[src/rtl/fifo_enq_arbiter.sv]
// Round-robin burst arbiter feeding one FIFO enqueue port from N_REQ requesters.
// Optional beat statistics counter is enabled by defining FIFO_ARB_STATS_EN.
module fifo_enq_arbiter #(
  parameter int N_REQ     = 4,
  parameter int WIDTH     = 16,
  parameter int MAX_BURST = 4
) (
  input  logic                       clk,
  input  logic                       reset,
  input  logic [N_REQ-1:0]           req_valid,
  input  logic [N_REQ*WIDTH-1:0]     req_data,
  output logic [N_REQ-1:0]           req_ready,
  input  logic                       fifo_full,
  output logic                       fifo_enq,
  output logic [WIDTH-1:0]           fifo_enq_data,
`ifdef FIFO_ARB_STATS_EN
  output logic [31:0]                beat_count,
`endif
  output logic [$clog2(N_REQ)-1:0]   grant_id,
  output logic                       busy
);

  localparam int IDW = $clog2(N_REQ);
  localparam int CW  = (MAX_BURST > 1) ? $clog2(MAX_BURST) : 1;
  localparam logic [CW-1:0]  LAST_BEAT = CW'(MAX_BURST - 1);
  localparam logic [IDW-1:0] LAST_ID   = IDW'(N_REQ - 1);

  typedef enum logic {
    IDLE  = 1'b0,
    GRANT = 1'b1
  } state_t;

  state_t         state_r, state_s;
  logic [IDW-1:0] owner_r, owner_s;
  logic [IDW-1:0] rr_ptr_r, rr_ptr_s;
  logic [CW-1:0]  burst_cnt_r, burst_cnt_s;
  logic [IDW-1:0] pick_s;
  logic           found_s;
  logic           any_valid_s;
  logic           acc_s;
  logic           release_s;

  // First valid requester at or above rr_ptr, wrapping modulo N_REQ
  always_comb begin
    pick_s  = rr_ptr_r;
    found_s = 1'b0;
    for (int k = 0; k < N_REQ; k++) begin
      pick_s  = (!found_s && req_valid[(int'(rr_ptr_r) + k) % N_REQ])
                ? IDW'((int'(rr_ptr_r) + k) % N_REQ) : pick_s;
      found_s = found_s | req_valid[(int'(rr_ptr_r) + k) % N_REQ];
    end
  end

  assign any_valid_s = |req_valid;
  assign acc_s       = (state_r == GRANT) && req_valid[owner_r] && !fifo_full;
  // A stalled owner keeps the grant; only a dropped valid or the final beat frees it
  assign release_s   = (state_r == GRANT) &&
                       ((acc_s && (burst_cnt_r == LAST_BEAT)) || !req_valid[owner_r]);

  // Next-state and register update logic
  always_comb begin
    state_s     = state_r;
    owner_s     = owner_r;
    rr_ptr_s    = rr_ptr_r;
    burst_cnt_s = burst_cnt_r;
    case (state_r)
      IDLE: begin
        if (any_valid_s) begin
          state_s     = GRANT;
          owner_s     = pick_s;
          burst_cnt_s = {CW{1'b0}};
        end else begin
          state_s     = IDLE;
        end
      end
      GRANT: begin
        if (acc_s) begin
          burst_cnt_s = burst_cnt_r + CW'(1);
        end else begin
          burst_cnt_s = burst_cnt_r;
        end
        if (release_s) begin
          state_s  = IDLE;
          rr_ptr_s = (owner_r == LAST_ID) ? {IDW{1'b0}} : owner_r + IDW'(1);
        end else begin
          state_s  = GRANT;
        end
      end
      default: begin
        state_s = IDLE;
      end
    endcase
  end

  // State, owner, pointer and burst counter registers
  always_ff @(posedge clk or posedge reset) begin
    if (reset) begin
      state_r     <= IDLE;
      owner_r     <= {IDW{1'b0}};
      rr_ptr_r    <= {IDW{1'b0}};
      burst_cnt_r <= {CW{1'b0}};
    end else begin
      state_r     <= state_s;
      owner_r     <= owner_s;
      rr_ptr_r    <= rr_ptr_s;
      burst_cnt_r <= burst_cnt_s;
    end
  end

  assign busy          = (state_r == GRANT);
  assign grant_id      = owner_r;
  assign fifo_enq      = acc_s;
  assign req_ready     = {{(N_REQ-1){1'b0}}, acc_s} << owner_r;
  assign fifo_enq_data = req_data[owner_r*WIDTH +: WIDTH];

`ifdef FIFO_ARB_STATS_EN
  // Accepted-beat counter, wraps modulo 2^32
  always_ff @(posedge clk or posedge reset) begin
    if (reset) begin
      beat_count <= 32'd0;
    end else if (acc_s) begin
      beat_count <= beat_count + 32'd1;
    end else begin
      beat_count <= beat_count;
    end
  end
`endif

endmodule

[config.mk]
export PLATFORM = sky130hd
export DESIGN_NAME = fifo_enq_arbiter
export DESIGN_NICKNAME = d
export VERILOG_FILES = /design/src/rtl/fifo_enq_arbiter.sv
export SDC_FILE = /design/constraint.sdc
export NUM_CORES = 1
export LEC_CHECK = 0
export CORE_MARGIN = 4
export CORE_UTILIZATION = 29
export DETAILED_ROUTE_END_ITERATION = 8
export PLACE_DENSITY = 0.8
export SYNTH_ARGS = -nofsm -noshare
export SYNTH_HDL_FRONTEND = slang
export SYNTH_SLANG_ARGS = --single-unit
[constraint.sdc]
create_clock -name clk -period 2.01 [get_ports clk]
set_input_delay 0.5025 -clock clk [delete_from_list [all_inputs] [get_ports clk]]
set_output_delay 0.5025 -clock clk [all_outputs]
set_load 0.01 [all_outputs]
== Word-level counts from Yosys, hierarchy flattened ==
Index checks and enable logic that the tools add are counted.
Word-level totals
  bits in latches: 0
  logic and storage cells: 69
  memory bits (writable): 0
  memories kept: 0
  bits in registers: 7
  output and inout port bits: 24
  ROM bits: 0
  bits of input ports: 71
Cells by class
  mux-type cells: 23
  multiply operators: 0
  div/mod/pow operators: 0
  $add $sub $neg: 5
  magnitude comparators: 5
  bitwise logic cells: 6
  eq/ne operators: 4
  shifts and indexed selects: 2
  reductions and logical operators: 20
Operator list (count)
  indexed part select 64 x 7 -> 16 bit: 1
  less-than comparator 3 x 4 -> 1 bit, second input constant: 3
  two-way mux 2 bit: 6
  binary-select mux 1 bit (select 2 bit): 5
  two-way mux 1 bit: 10
  logical AND 1 bit: 7
  adder 2 x 1 -> 2 bit, second input constant: 3
  less-than comparator 2 x 3 -> 1 bit, second input constant: 2
  AND reduction 2 bit: 3
  OR reduction 2 bit: 3
  logical NOT 1 bit: 5
  adder 2 bit, second input constant: 2
  == test 2 bit, second input constant: 2
  one-hot mux 2 bit (2 select lines): 1
  OR reduction 4 bit: 1
  left shift 1 x 2 -> 4 bit: 1
  AND 1 bit, first input constant: 3
  != test 2 x 1 -> 1 bit, second input constant: 1
  != test 2 bit, second input constant: 1
  OR 1 bit: 2
  one-hot mux 1 bit (2 select lines): 1
  logical OR 1 bit: 1
  inverter 1 bit: 1

== Logic depth before layout (Yosys ltp) ==
Gate-level depths: netlist of the first run.
  depth after elaboration: 11
  mapped depth: 5
  gate-level depth less buffers: 5

== Worst setup path before layout of the first run ==
No wires, ideal clock.
  path kind: reg2out
  start point: register owner_r[0] (netlist: grant_id[0])
  end point: output fifo_enq_data[0]
  path buffers: 2
  arrival time: 1.397 ns
  cell stages (with the launch flop): 4
  data required time: 1.507 ns
  slack: 0.110 ns
  path through: dfrtp_1 > buf_6 > buf_2 > mux4_2
Between the ends
  longest elaborated chain between the ends: 1
RTL lines
  from (decl): RTL line 34  | logic [IDW-1:0] owner_r, owner_s;
  from (signal assigned): RTL line 99  | owner_r <= {IDW{1'b0}};
  from (signal assigned): RTL line 104  | owner_r <= owner_s;
  indexed part select 64 x 7 -> 16 bit: RTL line 114  | assign fifo_enq_data = req_data[owner_r*WIDTH +: WIDTH];
  to (decl): RTL line 15  | output logic [WIDTH-1:0] fifo_enq_data,
No other way between the ends.

== Worst setup path in the final report of the first run ==
  start point: input req_data[1]
  end point: output fifo_enq_data[1]
Between the ends
  longest elaborated chain between the ends: 1
RTL lines
  from (decl): RTL line 11  | input logic [N_REQ*WIDTH-1:0] req_data,
  indexed part select 64 x 7 -> 16 bit: RTL line 114
No other way between the ends.

==> results by group, run 1 <==
Clock tree
  – Clk root buf: sky130_fd_sc_hd__clkbuf_4
  – Worst skew pair latency: 250 ps
  – TritonCTS clock tree: built
  – Number of clock sinks seen by CTS: 7
  – Clock transition at the registers of the reported paths: 50 ps
  – Number of buffers created by CTS: 3
  – Clock Tree Buf Depth: 2
  – Number of levels the H-tree was split into: 1

Yosys
  – Fraction of synthesized cell area in xor and xnor cells: 0%
  – Cell variety after synth: 30
  – Combinational family with the most area after synthesis: multiplexers
  – Area fraction in compound gates after synthesis: 11.3%
  – Area of the mapped netlist: 937 um2
  – Post-synthesis sequential area ratio: 18.7%
  – Share of flip-flops with an asynchronous set or reset after synthesis: 100%
  – Most used DFF post-synth: sky130_fd_sc_hd__dfrtp_1
  – Multiplexer area fraction after synthesis: 44.7%
  – Synth Area in Simple Gates: 15.5%
  – Adder-cell area share of the yosys netlist: 2.67%
  – Yosys Warn Count: 0
  – Flop and latch count out of synthesis: 7
  – EDFF count, synth: 0
  – Syn_nets: 158
  – Cell count after synthesis: 85
  – Post-Synthesis Mean Instance Area: 11.0 um2

Final layout
  – Fraction of final layout cells with drive strength greater than 1: 35.4%
  – Number of diodes added for antenna fixing: 0
  – Fin nets: 266
  – Synthesis-to-layout area growth: 117%
  – Utilization after layout: 66.1%

Drt
  – DR vias/cell: 4.98
  – ANT nets after route: 0
  – Initial DRC Count: 38
  – Number of detailed-route iterations in the first pass: 5
  – Routed WL per cell: 17.1 um
  – Via count: 1,175
  – WL final: 4040 um
  – # DRC: 0

Global route
  – Global-route wire length before repair: 6030 um
  – Vias in the first global route: 1,214
  – Remaining global-route overflow: 0
  – Largest net degree at the start of global routing: 14
  – Number of antenna violations at the first check in global routing: 0
  – GRT Util Overall: 18.6%

Timing
  – Slack of the critical path: -24.3 ps
  – Number of max-slew violations in the final report: 0
  – Peak clock frequency supported by timing: 492 MHz
  – Slew at the pin with the worst max-slew slack: 274 ps
  – Count of endpoints failing setup in the final report: 4
  – Final Hold Vio Count: 0
  – Worst setup skew after layout: 5.31 ps
  – Setup repair after global routing missed its margin: true
  – Setup_tns: -57.3 ps
  – Crit share post-route: 101%
  – Max-Slew Margin vs Limit: 81.7%
  – Final Critical Period: 2030 ps
  – Final hold slack: 480 ps

Setup path
  – Critical path startpoint category: input port
  – Worst R2R End: rr_ptr_r[1]
  – Worst setup path category: input port to output pin
  – Required time of the critical path: 1510 ps
  – Launch instance of the worst register-to-register path: grant_id[0]
  – Beginning of the critical path: req_data[1]
  – Crit path capture type: output pin
  – Setup slack, reg-to-reg: 80 ps
  – Reg2Reg Depth: 7
  – Maximum fanout along the worst path: 1
  – Arrival time worst endpoint: 1530 ps

Pwr
  – Post-layout total power: 0.00217 W
  – Ratio of total power to cell area: 1070 nW/um2
  – Leakage component of the power: 0.884 nW
  – Peak supply drop: 799 uV

Worst hold path
  – Worst hold path class: input port to asynchronous set/reset pin

Floorplanning
  – Starting density of the core: 30.4%
  – Number of core rows: 20
  – DIE WIDTH: 64.8 um
  – Die extent in y: 64.8 um
  – Area of the placeable core: 3080 um2
  – Num ports: 95
  – Area of the die: 4200 um2

Flow run
  – Number of maximum-capacitance constraint violations: 0

Placed design
  – IO buf count: 94
  – Placed wire-length estimate after detailed placement: 3420 um
  – Placer Congestion: 0.842

Outcome
  – Violations in the final reports: setup timing
  – Run status: finished with violations
[critical path: stages]
cell                              delay [ps]
sky130_fd_sc_hd__clkdlybuf4s50_1         420
sky130_fd_sc_hd__mux4_2                  470
sky130_fd_sc_hd__buf_6                   140
[cell usage in the layout (no fill, tap or decap), drive strengths merged, types with 2 or more instances in the layout]
master	count
inv	5
a21oi	4
nand3	3
dlygate4sd2	28
buf	36
nor2b	5
nor3	2
dfrtp	7
o21ai	5
nor2	3
clkdlybuf4s50	46
nand2	7
ha	2
mux4	17
mux2	2
clkbuf	5
nand2b	2
[layer usage]
metal	vias to the layer above	GRT usage, %	share of wire [%]
met5	-	0	0
met4	0	4.49	1.5
met3	6	6.93	11
met2	63	34.0	53
met1	553	20.1	35
li1	553	-	-
[area by class of cell]
cell class	count	area [um2]
multi-input cells	64	708
fillers	256	1040
clock buffers	4	26.3
repair buffers	112	1050
flip-flops and latches	7	176
well taps	44	55.1
inverters	5	18.8
[cell usage after synthesis (all sizes together), types with 2 or more instances]
cell | instances | area share (%)
buf | 6 | 3.9
inv | 5 | 2.0
mux4 | 17 | 41
nor2b | 5 | 3.3
nor2 | 3 | 1.2
a21oi | 4 | 2.1
nand3 | 3 | 1.6
nand2b | 2 | 1.6
dfrtp | 7 | 19
nand2 | 7 | 2.8
mux2 | 2 | 2.8
o21ai | 5 | 2.7
ha | 2 | 2.7
nor3 | 2 | 1.1
clkbuf | 3 | 1.2
[stage by stage]
| step | area (um2) | setup slack, ps | cells |
|---|---|---|---|
| 3_5_place_dp | 2000 | -572 | 227 |
| 4_1_cts | 2000 | -72.9 | 235 |
| 5_1_grt | 2040 | -81.8 | 236 |
| 3_3_place_gp | 2000 | -569 | 227 |
| 6_report | 2040 | -24.3 | 236 |
| 2_1_floorplan | 937 | 110 | 85 |
[state kept, by name (all words and copies together), names as in the netlist]
register / count
burst_cnt_r: 2
rr_ptr_r: 2
busy: 1
grant_id: 2
[where the power goes]
part | switching (W) | leakage (nW) | internal [W]
logic | 0.000672 | 0.784 | 0.00106
registers | 0.0000954 | 0.0857 | 0.000212
clock network | 0.0000511 | 0.0150 | 0.0000757
[timing repair]
item | CTS | global route
endpoints found under the setup margin | 21 | 18
pin swaps | 1 | 1
setup buffers | 4 | 1
gates resized for setup | 121 | 9
hold buffers | 0 | 0
[worst max-delay path by stage]
stage	to	slack [ps]	depth (start not counted)
2_1_floorplan	fifo_enq_data[0]	110	3
3_3_place_gp	fifo_enq	-570	5
3_5_place_dp	fifo_enq	-570	5
4_1_cts	fifo_enq	-70	5
5_1_grt	fifo_enq	-80	5
6_report	fifo_enq_data[1]	-20	3
[cells by family (layout without fill, tap and decap cells)]
kind of cell / Yosys count / count (layout)
adders and majority gates: 2 / 2
and+or+nand+nor: 26 / 26
buffers and inverters: 14 / 121
AOI/OAI and AO/OA: 16 / 16
muxes: 20 / 20
DFF: 7 / 7
Note: power is estimated with default switching activity, not from simulation.
==> inputs of run 2 (changes only) <==
ABC_CLOCK_PERIOD_IN_PS = 2009   (was unset)
==> results of run 2 <==
No change in the layout: final DEF, timing and power equal those of run 1.
==> inputs of run 3 (changes only) <==
TNS_END_PERCENT = 1   (was unset)
==> run 3 against run 2 <==
  * Flip-flop and latch count unchanged
  * Cell count decreased by 0.42%
  * Count of clock-buffer cells in the layout unchanged
  * Critical endpoint is now fifo_enq_data[11]
  * Highest routed layer unchanged
  * The run still ends with setup timing left
  * Fmax decreased by 0.92%
  * Non-clock buffer count decreased by 1
==> results by group, run 3 (synthesis results as in run 1) <==
Outcome
  – Run status: finished with violations
  – Violations in the final reports: setup timing

Flow run
  – Number of maximum-capacitance constraint violations: 0 (unchanged)

Drt
  – DR vias/cell: 5.03 (+1.1%)
  – ANT nets after route: 0 (unchanged)
  – Initial DRC Count: 42 (+11%)
  – Via count: 1,183 (+0.68%)
  – # DRC: 0 (unchanged)
  – WL final: 3920 um (-3.1%)
  – Number of detailed-route iterations in the first pass: 5 (unchanged)
  – Routed WL per cell: 16.7 um (-2.7%)

Final layout
  – Fin nets: 265 (-0.38%)
  – Synthesis-to-layout area growth: 115%
  – Fraction of final layout cells with drive strength greater than 1: 34.6% (-0.86 points)
  – Number of diodes added for antenna fixing: 0 (unchanged)
  – Cell area after layout: 2020 um2 (-0.80%)
  – Final std cells w/o fill: 235 (-0.42%)
  – Most common cell after layout, fill and taps aside: sky130_fd_sc_hd__clkdlybuf4s50_1
  – Highest-count cells in the layout ignoring fill and taps: 63 x sky130_fd_sc_hd__clkdlybuf4s50_1, 17 x sky130_fd_sc_hd__mux4_2, 15 x sky130_fd_sc_hd__buf_4
  – Utilization after layout: 65.6% (-0.53 points)

Clock tree
  – Clock transition at the registers of the reported paths: 50 ps (about the same)
  – Worst skew pair latency: 250 ps (about the same)
  – Number of clock sinks seen by CTS: 7 (unchanged)
  – CTS Hold Bufs: 0 (unchanged)
  – Clock Tree Buf Depth: 2 (unchanged)
  – Number of levels the H-tree was split into: 1 (unchanged)
  – Number of buffers created by CTS: 3 (unchanged)
  – Clk root buf: sky130_fd_sc_hd__clkbuf_4
  – TritonCTS clock tree: built

Global route
  – Remaining global-route overflow: 0 (unchanged)
  – Largest net degree at the start of global routing: 16 (+2)
  – Vias in the first global route: 1,183 (-2.6%)
  – Global-route wire length before repair: 5890 um (-2.3%)
  – GRT Util Overall: 18.2% (-0.37 points)
  – Number of antenna violations at the first check in global routing: 0 (unchanged)

Setup path
  – Arrival time worst endpoint: 1550 ps (+20 ps)
  – Crit path capture type: output pin
  – Maximum fanout along the worst path: 1 (unchanged)
  – Worst setup path category: input port to output pin
  – Required time of the critical path: 1510 ps (about the same)
  – Critical path startpoint category: input port
  – Reg2Reg Depth: 7 (unchanged)

Placed design
  – Placer Congestion: 0.842 (unchanged)
  – IO buf count: 94 (unchanged)
  – Placed Instance Area: 2000 um2 (unchanged)
  – Placed wire-length estimate after detailed placement: 3420 um (unchanged)
  – Number of cells in the design after placement: 227 (unchanged)

Timing
  – Crit share post-route: 102% (+0.94 points)
  – Slew at the pin with the worst max-slew slack: 275 ps (+0.481 ps)
  – Count of endpoints failing setup in the final report: 8 (+4)
  – Worst setup skew after layout: 5.25 ps (-0.0629 ps)
  – Number of max-slew violations in the final report: 0 (unchanged)
  – Peak clock frequency supported by timing: 487 MHz (-0.92%)
  – Setup repair after global routing missed its margin: true
  – Final hold slack: 480 ps (+0.284 ps)
  – Max-Slew Margin vs Limit: 81.7% (about the same)
  – Final Hold Vio Count: 0 (unchanged)
  – Slack of the critical path: -43.2 ps (-18.8 ps)
  – Final Critical Period: 2050 ps (+18.8 ps)

Worst hold path
  – Worst hold path class: input port to asynchronous set/reset pin

Floorplanning
  – Number of core rows: 20 (unchanged)
  – Die extent in y: 64.8 um (unchanged)
  – Area of the placeable core: 3080 um2 (unchanged)
  – Area of the die: 4200 um2 (unchanged)
  – Num ports: 95 (unchanged)
  – Starting density of the core: 30.4% (unchanged)
  – DIE WIDTH: 64.8 um (unchanged)

Pwr
  – Ratio of total power to cell area: 1030 nW/um2 (-3.4%)
  – Peak supply drop: 794 uV (-0.61%)
  – Leakage component of the power: 0.855 nW (-3.3%)
  – Post-layout total power: 0.00208 W (-4.1%)
==> run 3: cell types whose count changed in the layout (fill, tap and decap cells not counted) <==
| cell | delta |
|---|---|
| sky130_fd_sc_hd__dlygate4sd2_1 | -17 |
| sky130_fd_sc_hd__dlymetal6s2s_1 | +1 |
| sky130_fd_sc_hd__buf_4 | -1 |
| sky130_fd_sc_hd__clkbuf_2 | -1 |
| sky130_fd_sc_hd__clkdlybuf4s50_1 | +17 |
| sky130_fd_sc_hd__buf_2 | +6 |
| sky130_fd_sc_hd__buf_6 | -6 |
==> run 3: report_power, final <==
| part | switching, W | internal [W] | leakage, nW |
|---|---|---|---|
| Clock | 0.0000511 | 0.0000757 | 0.0150 |
| Combinational | 0.000650 | 0.000996 | 0.754 |
| Sequential | 0.0000960 | 0.000212 | 0.0857 |
| Total | 0.000797 | 0.00128 | 0.855 |
==> run 3: final timing paths <==
path	slack (ps)	start	to
worst max-delay path	-40	req_data[59]	fifo_enq_data[11]
worst min-delay path	480	reset	burst_cnt_r[1]
worst max register to register	80	grant_id[0]	rr_ptr_r[1]
worst min register to register	510	burst_cnt_r[0]	burst_cnt_r[0]
max in group asynchronous	1300	reset	grant_id[0]
min in group clk	510	burst_cnt_r[0]	burst_cnt_r[0]
==> run 3: metal layers <==
metal / share of wire [%] / global-route usage (%) / wire length (um) / vias up
met5: 0 / 0 / 0 / -
met4: 2.1 / 4.75 / 82 / 0
met3: 9.0 / 5.72 / 351 / 8
met2: 52 / 32.8 / 2030 / 65
met1: 37 / 20.6 / 1450 / 559
li1: - / - / - / 551
==> run 3: critical path: stages <==
cell and delay, ps:
sky130_fd_sc_hd__clkdlybuf4s50_1 400, sky130_fd_sc_hd__mux4_2 480, sky130_fd_sc_hd__buf_2 170
==> run 3: timing repair <==
action	in CTS	in global routing
gates cloned	0	0
pin swaps	1	1
setup buffers	3	1
resized for setup	97	6
endpoints found under the setup margin	21	17
==> run 3: final cells by class <==
type	count	area (um2)
fillers	248	1060
well taps	44	55.1
multi-input cells	64	708
clock buffers	4	26.3
repair buffers	111	1030
flip-flops and latches	7	176
inverters	5	18.8
==> run 3: per-stage QoR <==
step           setup TNS (ps)  worst slack [ps]
3_5_place_dp            -8170              -572
2_1_floorplan               0               110
3_3_place_gp            -7900              -569
6_report                -83.3             -43.2
5_1_grt                  -848             -81.2
4_1_cts                  -147             -48.9
